===== src/rtl/ifetch_pkg.sv =====
// Shared types and constants for the instruction fetch sequencer.
package ifetch_pkg;

  localparam int unsigned INSTR_BYTES      = 4;
  localparam logic [31:0] DEFAULT_RESET_PC = 32'h0000_0000;

  typedef struct packed {
    logic [31:0] pc;
    logic [31:0] instr;
  } fetch_pkt_t;

  // Clear the byte-offset bits of a byte address.
  function automatic logic [31:0] align_pc(input logic [31:0] pc);
    return pc & ~(32'(INSTR_BYTES) - 32'd1);
  endfunction

endpackage


===== src/rtl/ifetch_if.sv =====
// Fetch-side bus: redirect input, instruction memory port and the decode stream.
interface ifetch_if #(
  parameter int unsigned ADDR_WIDTH = 10
) ();

  logic                  redirect_valid;
  logic [31:0]           redirect_pc;
  logic [ADDR_WIDTH-1:0] imem_addr;
  logic [31:0]           imem_data;
  logic                  out_valid;
  logic                  out_ready;
  logic [31:0]           out_pc;
  logic [31:0]           out_instr;

  // Fetch controller side.
  modport master (
    input  redirect_valid, redirect_pc, imem_data, out_ready,
    output imem_addr, out_valid, out_pc, out_instr
  );

  // Environment side (execute, memory, decode).
  modport slave (
    output redirect_valid, redirect_pc, imem_data, out_ready,
    input  imem_addr, out_valid, out_pc, out_instr
  );

endinterface


===== src/rtl/ifetch_skid.sv =====
// One-entry hold register for a fetched packet that decode could not take.
module ifetch_skid
  import ifetch_pkg::*;
(
  input  logic       clk,
  input  logic       rst_n,
  input  logic       flush,
  input  logic       capture,
  input  logic       drain,
  input  fetch_pkt_t cap_pkt,
  output logic       valid,
  output fetch_pkt_t pkt
);

  // Flush beats capture beats drain; capture only occurs while empty.
  always_ff @(posedge clk or negedge rst_n) begin
    if (!rst_n) begin
      valid <= 1'b0;
      pkt   <= '0;
    end else if (flush) begin
      valid <= 1'b0;
    end else if (capture) begin
      valid <= 1'b1;
      pkt   <= cap_pkt;
    end else if (drain) begin
      valid <= 1'b0;
    end
  end

endmodule


===== src/rtl/ifetch_ctrl.sv =====
// Fetch sequencer: owns the fetch PC, tracks the single in-flight imem read,
// absorbs decode back-pressure with a one-entry skid and handles redirects.
// Optional performance counters are enabled by defining IFETCH_PERF_EN.
module ifetch_ctrl
  import ifetch_pkg::*;
#(
  parameter int unsigned ADDR_WIDTH = 10,
  parameter logic [31:0] RESET_PC   = DEFAULT_RESET_PC
) (
  input  logic        clk,
  input  logic        rst_n,
`ifdef IFETCH_PERF_EN
  output logic [31:0] perf_fetched,
  output logic [31:0] perf_stall,
`endif
  ifetch_if.master    bus
);

  logic [31:0] pc_q, pc_d;
  logic        infl_v_q, infl_v_d;
  logic [31:0] infl_pc_q, infl_pc_d;
  logic [31:0] last_pc_q, last_instr_q;
  logic        hold_v, issue, capture, drain, present;
  logic [31:0] redir_pc;
  fetch_pkt_t  hold_pkt, infl_pkt, pres_pkt;

  assign redir_pc = align_pc(bus.redirect_pc);
  assign infl_pkt = '{pc: infl_pc_q, instr: bus.imem_data};

  ifetch_skid u_skid (
    .clk     (clk),
    .rst_n   (rst_n),
    .flush   (bus.redirect_valid),
    .capture (capture),
    .drain   (drain),
    .cap_pkt (infl_pkt),
    .valid   (hold_v),
    .pkt     (hold_pkt)
  );

  // Issue/capture/drain decisions and next fetch PC; redirect has top priority.
  always_comb begin
    // Never issue while a returning read could find no room to land.
    issue     = !(hold_v && !bus.out_ready) && !(infl_v_q && !hold_v && !bus.out_ready);
    capture   = infl_v_q && !hold_v && !bus.out_ready && !bus.redirect_valid;
    drain     = hold_v && bus.out_ready;
    pc_d      = pc_q;
    infl_pc_d = infl_pc_q;
    infl_v_d  = 1'b0;
    if (bus.redirect_valid) begin
      infl_v_d  = 1'b1;
      infl_pc_d = redir_pc;
      pc_d      = redir_pc + 32'(INSTR_BYTES);
    end else if (issue) begin
      infl_v_d  = 1'b1;
      infl_pc_d = pc_q;
      pc_d      = pc_q + 32'(INSTR_BYTES);
    end
  end

  // Output mux: held packet first, then the in-flight read; else keep last value.
  always_comb begin
    present       = hold_v || infl_v_q;
    pres_pkt      = hold_v ? hold_pkt : infl_pkt;
    bus.out_valid = present && !bus.redirect_valid;
    bus.out_pc    = present ? pres_pkt.pc : last_pc_q;
    bus.out_instr = present ? pres_pkt.instr : last_instr_q;
    // Address is driven every cycle; a read that is not issued is simply ignored.
    bus.imem_addr = bus.redirect_valid ? bus.redirect_pc[ADDR_WIDTH+1:2]
                                       : pc_q[ADDR_WIDTH+1:2];
  end

  // Fetch PC, in-flight tracking and last-presented packet.
  always_ff @(posedge clk or negedge rst_n) begin
    if (!rst_n) begin
      pc_q         <= RESET_PC;
      infl_v_q     <= 1'b0;
      infl_pc_q    <= '0;
      last_pc_q    <= '0;
      last_instr_q <= '0;
    end else begin
      pc_q      <= pc_d;
      infl_v_q  <= infl_v_d;
      infl_pc_q <= infl_pc_d;
      if (present) begin
        last_pc_q    <= pres_pkt.pc;
        last_instr_q <= pres_pkt.instr;
      end
    end
  end

`ifdef IFETCH_PERF_EN
  // Handshake and stall-cycle counters, free-running modulo 2^32.
  always_ff @(posedge clk or negedge rst_n) begin
    if (!rst_n) begin
      perf_fetched <= '0;
      perf_stall   <= '0;
    end else begin
      if (bus.out_valid && bus.out_ready)  perf_fetched <= perf_fetched + 32'd1;
      if (bus.out_valid && !bus.out_ready) perf_stall   <= perf_stall + 32'd1;
    end
  end
`endif

endmodule

===== src/flat_wrapper.sv =====
// flat-port wrapper written by rule: the top's interface ports become plain ports
module ifetch_ctrl_flat import ifetch_pkg::*;
#(
  parameter int unsigned ADDR_WIDTH = 10,
  parameter logic [31:0] RESET_PC   = DEFAULT_RESET_PC
)
  (clk, rst_n, bus_redirect_valid, bus_redirect_pc, bus_imem_data, bus_out_ready, bus_imem_addr, bus_out_valid, bus_out_pc, bus_out_instr);
  ifetch_if #(.ADDR_WIDTH(ADDR_WIDTH)) bus_i ();
  input  logic clk;
  input  logic rst_n;
  input wire logic [$bits(bus_i.redirect_valid)-1:0] bus_redirect_valid;
  input wire logic [$bits(bus_i.redirect_pc)-1:0] bus_redirect_pc;
  input wire logic [$bits(bus_i.imem_data)-1:0] bus_imem_data;
  input wire logic [$bits(bus_i.out_ready)-1:0] bus_out_ready;
  output wire logic [$bits(bus_i.imem_addr)-1:0] bus_imem_addr;
  output wire logic [$bits(bus_i.out_valid)-1:0] bus_out_valid;
  output wire logic [$bits(bus_i.out_pc)-1:0] bus_out_pc;
  output wire logic [$bits(bus_i.out_instr)-1:0] bus_out_instr;
  assign bus_i.redirect_valid = bus_redirect_valid;
  assign bus_i.redirect_pc = bus_redirect_pc;
  assign bus_i.imem_data = bus_imem_data;
  assign bus_i.out_ready = bus_out_ready;
  assign bus_imem_addr = bus_i.imem_addr;
  assign bus_out_valid = bus_i.out_valid;
  assign bus_out_pc = bus_i.out_pc;
  assign bus_out_instr = bus_i.out_instr;
  ifetch_ctrl #(.ADDR_WIDTH(ADDR_WIDTH), .RESET_PC(RESET_PC)) u_core (.clk(clk), .rst_n(rst_n), .bus(bus_i));
endmodule

===== config.mk =====
export PLATFORM = sky130hd
export DESIGN_NAME = ifetch_ctrl_flat
export DESIGN_NICKNAME = d
export VERILOG_FILES = /design/src/rtl/ifetch_pkg.sv /design/src/rtl/ifetch_if.sv /design/src/rtl/ifetch_skid.sv /design/src/rtl/ifetch_ctrl.sv /design/src/flat_wrapper.sv
export SDC_FILE = /design/constraint.sdc
export NUM_CORES = 1
export LEC_CHECK = 0
export BUFFER_PORTS_ARGS = -buffer_cell sky130_fd_sc_hd__buf_2
export CAP_MARGIN = 20
export CORE_ASPECT_RATIO = 1.2
export CORE_MARGIN = 1
export CORE_UTILIZATION = 57
export DETAILED_ROUTE_END_ITERATION = 8
export PLACE_DENSITY = 0.92
export SYNTH_ARGS = -nofsm -noshare
export SYNTH_HDL_FRONTEND = slang
export SYNTH_HIERARCHICAL = 1
export SYNTH_SLANG_ARGS = --single-unit

===== constraint.sdc =====
create_clock -name clk -period 3.05 [get_ports clk]
set_clock_uncertainty 0.05 [all_clocks]
set_input_delay 0.61 -clock clk [delete_from_list [all_inputs] [get_ports clk]]
set_output_delay 0.61 -clock clk [all_outputs]
set_load 0.1 [all_outputs]

# Word-level counts from Yosys, hierarchy flattened
# Cells that the tools add are included.
# op_classes
n_reduce_logical	16
order_cmp	0
div_mod_pow	0
mul	0
n_eq_ne	0
shift	0
n_mux	13
addsub	2
bitwise_logic	1
# ops
operator	n
$mux 32	6
$add 32x3->32 const B	2
$mux 64	1
$mux 10	1
$logic_and 1x1->1	7
$logic_not 1->1	5
$mux 1	5
$reduce_bool 3->1	1
$reduce_and 2->1	1
$reduce_bool 2->1	1
$logic_or 1x1->1	1
$not 1->1	1
# totals
ff_bits	194
in_bits	68
mem_bits_rw	0
out_inout_bits	75
latchBits	0
n_memories	0
rom_bits	0

# Longest topological paths before layout
# Gate-level depths: netlist of the first run.
# logic_depth
depth_word	7
mapped_depth	12

# Cells and area by module
# The synthesis of the first run kept the hierarchy.
# modules_own_cells
mod	area_per_inst_um2	cells_each	seq_area_each_um2	n_inst
ifetch_ctrl	6722.7	693	3128.0	1
ifetch_skid	2741.4	140	1626.6	1

# Least setup slack after synthesis of the first run
# No wires, ideal clock.
# synth_path
path_type	register to output
from	reg u_core.infl_v_q
to	out bus_out_instr[0]
setup_slack_ps	-860
t_arrival_ps	3250
stages_incl_launch_ff	5
path_cell_list	dfrtp_1 > buf_2 > buf_1 > mux2i_1 > o21ai_0
# synth_between
elab_chain_len	2
# synth_rtl
item	line_no	rtl
start: declaration	ifetch_ctrl.sv:20	logic infl_v_q, infl_v_d;
start signal: assignment	ifetch_ctrl.sv:83	infl_v_q <= infl_v_d;
$logic_or 1x1->1	ifetch_ctrl.sv:63	present = hold_v || infl_v_q;
$mux 32	ifetch_ctrl.sv:67	bus.out_instr = present ? pres_pkt.instr : last_instr_q;
end: declaration	flat_wrapper.sv:18	output wire logic [$bits(bus_i.out_instr)-1:0] bus_out_instr;
# Every way passes these cells.

# Worst setup path after layout of the first run
# layout_path
from	reg u_core.infl_v_q
to	out bus_out_pc[29]
# layout_between
elab_chain_len	2
# layout_rtl
item	line_no	rtl
$logic_or 1x1->1	ifetch_ctrl.sv:63	
$mux 32	ifetch_ctrl.sv:66	bus.out_pc = present ? pres_pkt.pc : last_pc_q;
end: declaration	flat_wrapper.sv:17	output wire logic [$bits(bus_i.out_pc)-1:0] bus_out_pc;
# Every way passes these cells.

==> results.yml, run 1 <==
run_status:
  status: "completed"
power:
  power_density_nw_per_um2: 743.2
  switching_power_mw: 3.273
  p_comb_share_pct: 33.4
  clkPwrFrac_pct: 26.5
  internal_power_mw: 5.135
  leakagePower_nw: 5.318
  p_sw_share_pct: 38.93
  power_mw: 8.408
  max-vdd-ir-drop_mv: 0.4580
  seq_power_share_pct: 40.1
detailed_routing:
  maxUsedRoutingLayer: "met4"
  wl_met1_mm: 9.137
  vias_per_cell: 5.845
  wirelength_mm: 21.30
  dr_wl_met3_mm: 1.109
  drtIter0Drc: 426
  wl_per_cell_um: 18.02
  remaining_drc_errors: 0
  ant_nets: 0
  wl_met2_mm: 10.42
  vias: 6909
  first_pass_iters: 7
clock_tree:
  numCtsBuffers: 17
  htree_num_levels: 4
  max-clock-path-buffers: 2
  post_cts_resized: 0
  root_buffer: "clkbuf_16"
  cts_tree: "yes"
  cts_setup_buffers: 0
  cts_hold_buf: 0
  clock_latency_ns: 0.43
  clock-sinks: 190
  path_clk_slew_ns: 0.07
yosys:
  ys_seq_elements: 190
  ys_seq_area_share_pct: 50.24
  synth-async-reset-ratio_pct: 100.0
  syn-instance-count: 833
  synth_cell_type_count: 53
  synth-main-ff-cell: "dfrtp_1"
  synth_edf_count: 0
  netlist_area_um2: 9464
  syn_avg_cell_area_um2: 11.36
  yosysWarnings: 6
sta:
  worst_slew_pin_slew_ns: 1.012
  drv_slew: 0
  finalCriticalPeriod_ns: 2.870
  hold_ws_ns: 0.1064
  setup_viol: 0
  rsz0062_at_grt: "false"
  hold_violations: 0
  slew-limit-headroom_pct: 32.28
  min_period_over_period_pct: 94.11
  setup_ws_ns: 0.1796
  fin_setup_tns_ns: 0
  fmaxAchievable_mhz: 348.4
setup_path:
  cpPeakStageDelay_ns: 0.71
  cp_cell_sequence: "buf_12 -> mux2i_1 -> o21ai_2 -> buf_2"
  cp_max_fo: 24
  crit_required_ns: 2.39
  end_kind: "primary output"
  crit_type: "reg2out"
  arrival_ns: 2.21
  critPathSlowestCell: "dfrtp_4"
  start_kind: "flop"
die:
  die_h_um: 143.2
  die-area_um2: 17130
  coreArea_um2: 16210
  die_w_um: 119.6
  initial_core_util_pct: 58.39
  row_count: 51
  num_io_pins: 143
placed_design:
  dp_cells: 1150
  postPlaceCellArea_um2: 10720
  place_hpwl_mm: 14.40
  numPortBuffers: 140
  place_ws_ns: 0.1009
  gp_congestion: 0.8364
grt:
  antenna_found_initial: 0
  grt_pass1_wl_mm: 34.75
  grt_pass1_vias: 6927
  grt.total_usage_pct: 25.89
  grt-ovfl-total: 0
  grt_max_degree: 80
layout:
  fin_cells: 1182
  fin_area_um2: 11310
  nets: 1026
  fin_util_pct: 69.80
  syn2layout_area_growth_pct: 19.54
  diodes: 0
  layout-drive-gt1-share_pct: 35.46
worst_hold_path:
  hold_path_class: "in2async"
flow_run:
  maxCapViolCount: 0
==> flip-flops by register name (all words and copies together), names as in the netlist <==
signal	flops
u_core/pc_q	30
u_core/infl_v_q	1
u_core/last_pc_q	32
u_core/infl_pc_q	30
u_core/last_instr_q	32
u_core/u_skid/pkt	64
u_core/u_skid/valid	1
==> cells in the final DEF, fill, tap and decap left out, drive strengths merged, types with 3 or more instances in the layout <==
master / n
nand2: 102
and2: 4
clkinv: 5
nor3: 9
a21oi: 22
clkbuf: 21
nand2b: 7
mux2i: 93
a211oi: 4
o21ai: 76
xor2: 4
nand3b: 7
nand4: 11
mux2: 71
or3: 3
nor2b: 4
nor2: 55
nand3: 16
buf: 163
nand4b: 6
xnor2: 35
clkinvlp: 4
nor3b: 3
o22ai: 4
a22oi: 10
dfrtp: 190
inv: 11
a31oi: 6
nor4: 3
==> layout make-up <==
type                            count  area [um2]
Fill cell                        1098        4895
Sequential cell                   190        4762
Multi-Input combinational cell    574        4504
Timing Repair Buffer              164        1152
Clock buffer                       20       456.7
Tap cell                          212       265.3
Clock inverter                     12       135.1
Inverter                           10       37.54
==> critical path: cells and delay by family (launching register included) <==
| kind | cells | cell delay [ns] |
|---|---|---|
| buffers and inverters | 2 | 0.72 |
| flip-flops | 1 | 0.71 |
| AO/OA/AOI/OAI | 1 | 0.19 |
| multiplexers | 1 | 0.15 |
==> logic make-up (layout without fill, tap and decap cells) <==
kind of cell	after synthesis	after routing	synth area share (%)
AND/OR/NAND/NOR	236	236	12.48
flip-flops	190	190	50.24
multiplexers	164	164	20.66
AO/OA/AOI/OAI	132	132	8.170
buffers and inverters	70	206	4.667
XOR/XNOR	39	39	3.609
adder cells (fa/ha/maj)	1	1	0.1322
other	1	2	0.03962
==> power by group through the flow <==
stage / Combinational, mW / Clock, mW / Sequential [mW]
after CTS: 2.81 / 2.26 / 3.37
after global placement: 2.73 / 0 / 3.36
after detailed placement: 2.80 / 0 / 3.39
after global routing: 2.94 / 2.37 / 3.42
after floorplan: 2.40 / 0 / 3.28
final: 2.81 / 2.23 / 3.37
==> routing by layer <==
metal	GRT usage, %	vias to the layer above
met1	33.67	3431
met3	5.152	51
li1	-	3171
met4	12.70	0
met2	41.50	256
met5	0	-
==> final timing paths <==
| check | slack (ns) | start | cells after the start | endpoint |
|---|---|---|---|---|
| setup / recovery | 0.18 | u_core/infl_v_q | 4 | bus_out_pc[29] |
| hold / removal | 0.11 | rst_n | 1 | u_core/pc_q[6] |
| setup reg to reg | 0.49 | u_core/infl_v_q | 5 | u_core/u_skid/pkt[59] |
| hold reg to reg | 0.45 | u_core/u_skid/pkt[24] | 2 | u_core/last_instr_q[24] |
| max in group asynchronous | 2.05 | rst_n | 2 | u_core/u_skid/valid |
| min in group clk | 0.37 | bus_imem_data[4] | 2 | u_core/u_skid/pkt[4] |
==> synth_stat cells, types with 8 or more instances <==
| cell type | count | area share [%] |
|---|---|---|
| mux2i_1 | 93 | 9.8 |
| nand2_1 | 102 | 4.0 |
| inv_1 | 9 | 0.36 |
| mux2_2 | 11 | 1.3 |
| a22oi_1 | 9 | 0.71 |
| nand3_1 | 16 | 0.85 |
| dfrtp_1 | 190 | 50 |
| nor3_1 | 9 | 0.48 |
| nor2_1 | 55 | 2.2 |
| buf_4 | 11 | 0.87 |
| nand4_1 | 8 | 0.53 |
| o21ai_0 | 76 | 4.0 |
| clkbuf_1 | 24 | 0.95 |
| a21oi_1 | 22 | 1.2 |
| mux2_4 | 60 | 9.5 |
| buf_1 | 9 | 0.36 |
| xnor2_1 | 35 | 3.2 |
(Power assumes the default switching activity.)
==> inputs of run 2 (changes only) <==
--- a/config.mk
+++ b/config.mk
@@ -14,5 +14,4 @@
 export PLACE_DENSITY = 0.92
 export SYNTH_ARGS = -nofsm -noshare
 export SYNTH_HDL_FRONTEND = slang
-export SYNTH_HIERARCHICAL = 1
 export SYNTH_SLANG_ARGS = --single-unit
==> run 2 against run 1 <==
Critical path depth stayed put. Area after synthesis decreased by 6.4%. Worst setup slack lost 0.0058 ns. First-iteration DRC count is 1.6% higher. Register-to-register slack improved by 0.06 ns. Final cell count fell by 2.6%. Maximum frequency decreased by 0.20%. Critical path type unchanged. Count of clock-buffer cells in the layout up 3. Final area shrank 4.9%. Sequential power decreased by 4%. Critical endpoint is now bus_out_instr[31]. Worst hold slack better by 0.053 ns. Sequential share of layout area is 1.7 points higher.
==> results.yml, run 2 <==
power:
  power_density_nw_per_um2: 733.4
  p_comb_share_pct: 31.8
  seq_power_share_pct: 41.2
  max-vdd-ir-drop_mv: 0.3820
  p_sw_share_pct: 38.73
  power_mw: 7.889
  clkPwrFrac_pct: 27.0
  leakagePower_nw: 4.951
  switching_power_mw: 3.055
  internal_power_mw: 4.834
clock_tree:
  max-clock-path-buffers: 2
  numCtsBuffers: 17
  cts_setup_buffers: 0
  cts_tree: "yes"
  clock-sinks: 188
  root_buffer: "clkbuf_16"
  clock_latency_ns: 0.42
  htree_num_levels: 4
  path_clk_slew_ns: 0.07
layout:
  num-fill-cells: 1005
  mostFrequentLayoutCells: "dfrtp_1 (186), buf_2 (131), nand2_1 (94), mux2i_1 (92), mux2_2 (71)"
  diodes: 0
  nets: 1003
  fin_cells: 1151
  layout-drive-gt1-share_pct: 35.59
  largest_reg_flops: 62
  syn2layout_area_growth_pct: 21.41
  seqCellArea_um2: 4712
  fin_area_um2: 10760
  top_regs: "u_core.u_skid.pkt (62), u_core.last_instr_q (32), u_core.last_pc_q (32)"
  multiInputGateArea_um2: 4128
  layout_commonest_cell: "dfrtp_1"
  regMostFlops: "u_core.u_skid.pkt"
setup_path:
  r2r_setup_slack_ns: 0.55
  arrival_ns: 2.22
  cp_max_fo: 26
  crit_type: "reg2out"
  end_kind: "primary output"
  cpPeakStageDelay_ns: 0.74
  start_kind: "flop"
  cp_cell_sequence: "buf_12 -> mux2i_1 -> o21ai_0 -> buf_2"
  crit_required_ns: 2.39
  regToRegStartpoint: "u_core.pc_q[3]"
  r2r_cells: 8
  r2r_end: "u_core.pc_q[28]"
  critPathSlowestCell: "dfrtp_4"
yosys:
  ys_seq_area_share_pct: 53.10
  yosys-top-cells-count: "dfrtp_1 (188), nand2_1 (94), mux2i_1 (92)"
  netlist_area_um2: 8860
  yosysMostFrequentCell: "dfrtp_1"
  synth_top_area_share_pct: 53.10
  synth_edf_count: 0
  ys_seq_elements: 188
  synth-async-reset-ratio_pct: 100.0
  yosysWarnings: 0
  syn-instance-count: 811
  synth_cell_type_count: 50
  synth-main-ff-cell: "dfrtp_1"
  syn_avg_cell_area_um2: 10.92
  synth_fp_nets: 880
  yosys-top-cells-area: "dfrtp_1 (53%), mux2i_1 (10%), mux2_2 (9.0%), o21ai_0 (4.9%), nand2_1 (4.0%)"
  synth_top_area_cell: "dfrtp_1"
detailed_routing:
  ant_nets: 0
  first_pass_iters: 5
  vias: 6741
  drtIter0Drc: 433
  wl_per_cell_um: 18.00
  remaining_drc_errors: 0
  vias_per_cell: 5.857
  wirelength_mm: 20.72
grt:
  grt-ovfl-total: 0
  grt_pass1_vias: 6911
  grt_max_degree: 84
  grt_pass1_wl_mm: 34.64
  antenna_found_initial: 0
  grt.total_usage_pct: 27.80
sta:
  worst_slew_pin_slew_ns: 1.099
  min_period_over_period_pct: 94.30
  hold_violations: 0
  drv_slew: 0
  fmaxAchievable_mhz: 347.7
  setup_viol: 0
  rsz0062_at_grt: "false"
  finalCriticalPeriod_ns: 2.876
  slew-limit-headroom_pct: 25.99
die:
  die-area_um2: 16050
  num_io_pins: 143
  die_h_um: 138.6
  die_w_um: 115.8
  initial_core_util_pct: 58.74
  coreArea_um2: 15080
  row_count: 49
flow_run:
  maxCapViolCount: 0
worst_hold_path:
  hold_path_class: "in2async"
placed_design:
  gp_congestion: 0.8536
  numPortBuffers: 140
  dp_cells: 1119
  place_hpwl_mm: 13.92
  postPlaceCellArea_um2: 10180
run_status:
  status: "completed"
run 2: cell types whose count changed after synthesis, sizes merged, moves of 5 or more:
cell	before	now
a31oi	6	1
buf	36	24
clkbuf	24	32
nand2	102	94
nand2b	7	1
nand3	16	26
nand4	11	5
nor4	3	8
o21ai	76	87
xnor2	35	25
xor2	4	11
run 2: routing by layer:
metal  up-vias  wire (um)  GRT usage [%]
met5         -          0              0
met4         0        544          11.61
met3        42       1032          5.376
met2       247      10600          45.61
met1      3339       8546          35.87
li1       3113          -              -
run 2: final cells by class:
cell class	instances	area share, %
clock buffers	23	4.536
clock inverters	9	0.8142
inverters	5	0.1745
multi-input cells	562	38.37
flip-flops and latches	188	43.81
well taps	204	2.373
repair buffers	160	9.922
run 2: kinds of logic after synthesis:
family	Yosys count	share of synthesized area, %
simple gates	230	12.17
xor+xnor	36	3.559
mux	163	19.42
compound gates	132	8.375
flops	188	53.10
fa+ha+maj	1	0.1412
buf+inv	61	3.234
run 2: how the worst max path moves through the flow:
stage                        start                end  slack (ns)  cells past startpoint
6_report           u_core.infl_v_q  bus_out_instr[31]        0.17                      4
5_1_grt            u_core.infl_v_q  bus_out_instr[31]        0.04                      4
4_1_cts            u_core.infl_v_q      bus_out_pc[0]        0.09                      3
3_5_place_dp    bus_redirect_valid    u_core.pc_q[23]        0.12                      9
3_3_place_gp    bus_redirect_valid    u_core.pc_q[23]        0.16                      9
2_1_floorplan  u_core.u_skid.valid  bus_out_instr[31]       -0.50                      3
run 2: per-stage QoR:
step	hold WS, ns	setup TNS, ns	worst slack [ns]	util, %
2_1_floorplan	0.2644	-1.901	-0.5008	-
3_3_place_gp	0.4105	0	0.1572	67.49
3_5_place_dp	0.4196	0	0.1166	67.49
4_1_cts	0.1851	0	0.08587	71.30
5_1_grt	0.2023	0	0.04048	71.32
6_report	0.1596	0	0.1738	71.32
run 2: worst max-delay path, delay by kind of cell (launching register included):
kind | cells | cell delay, ns
flops | 1 | 0.74
buf+inv | 2 | 0.73
compound gates | 1 | 0.21
mux | 1 | 0.09
run 2: what timing repair did:
action	4_1_cts	5_1_grt
endpoints found under the setup margin	0	2
hold buffers	0	0
resized for setup	0	1
run 2: power groups by stage:
stage                     Clock [mW]  Sequential, mW  Combinational [mW]
after floorplan                    0            3.18                2.09
after global placement             0            3.25                2.44
after detailed placement           0            3.28                2.50
after CTS                       2.17            3.24                2.52
after global routing            2.27            3.30                2.64
final                           2.13            3.25                2.51
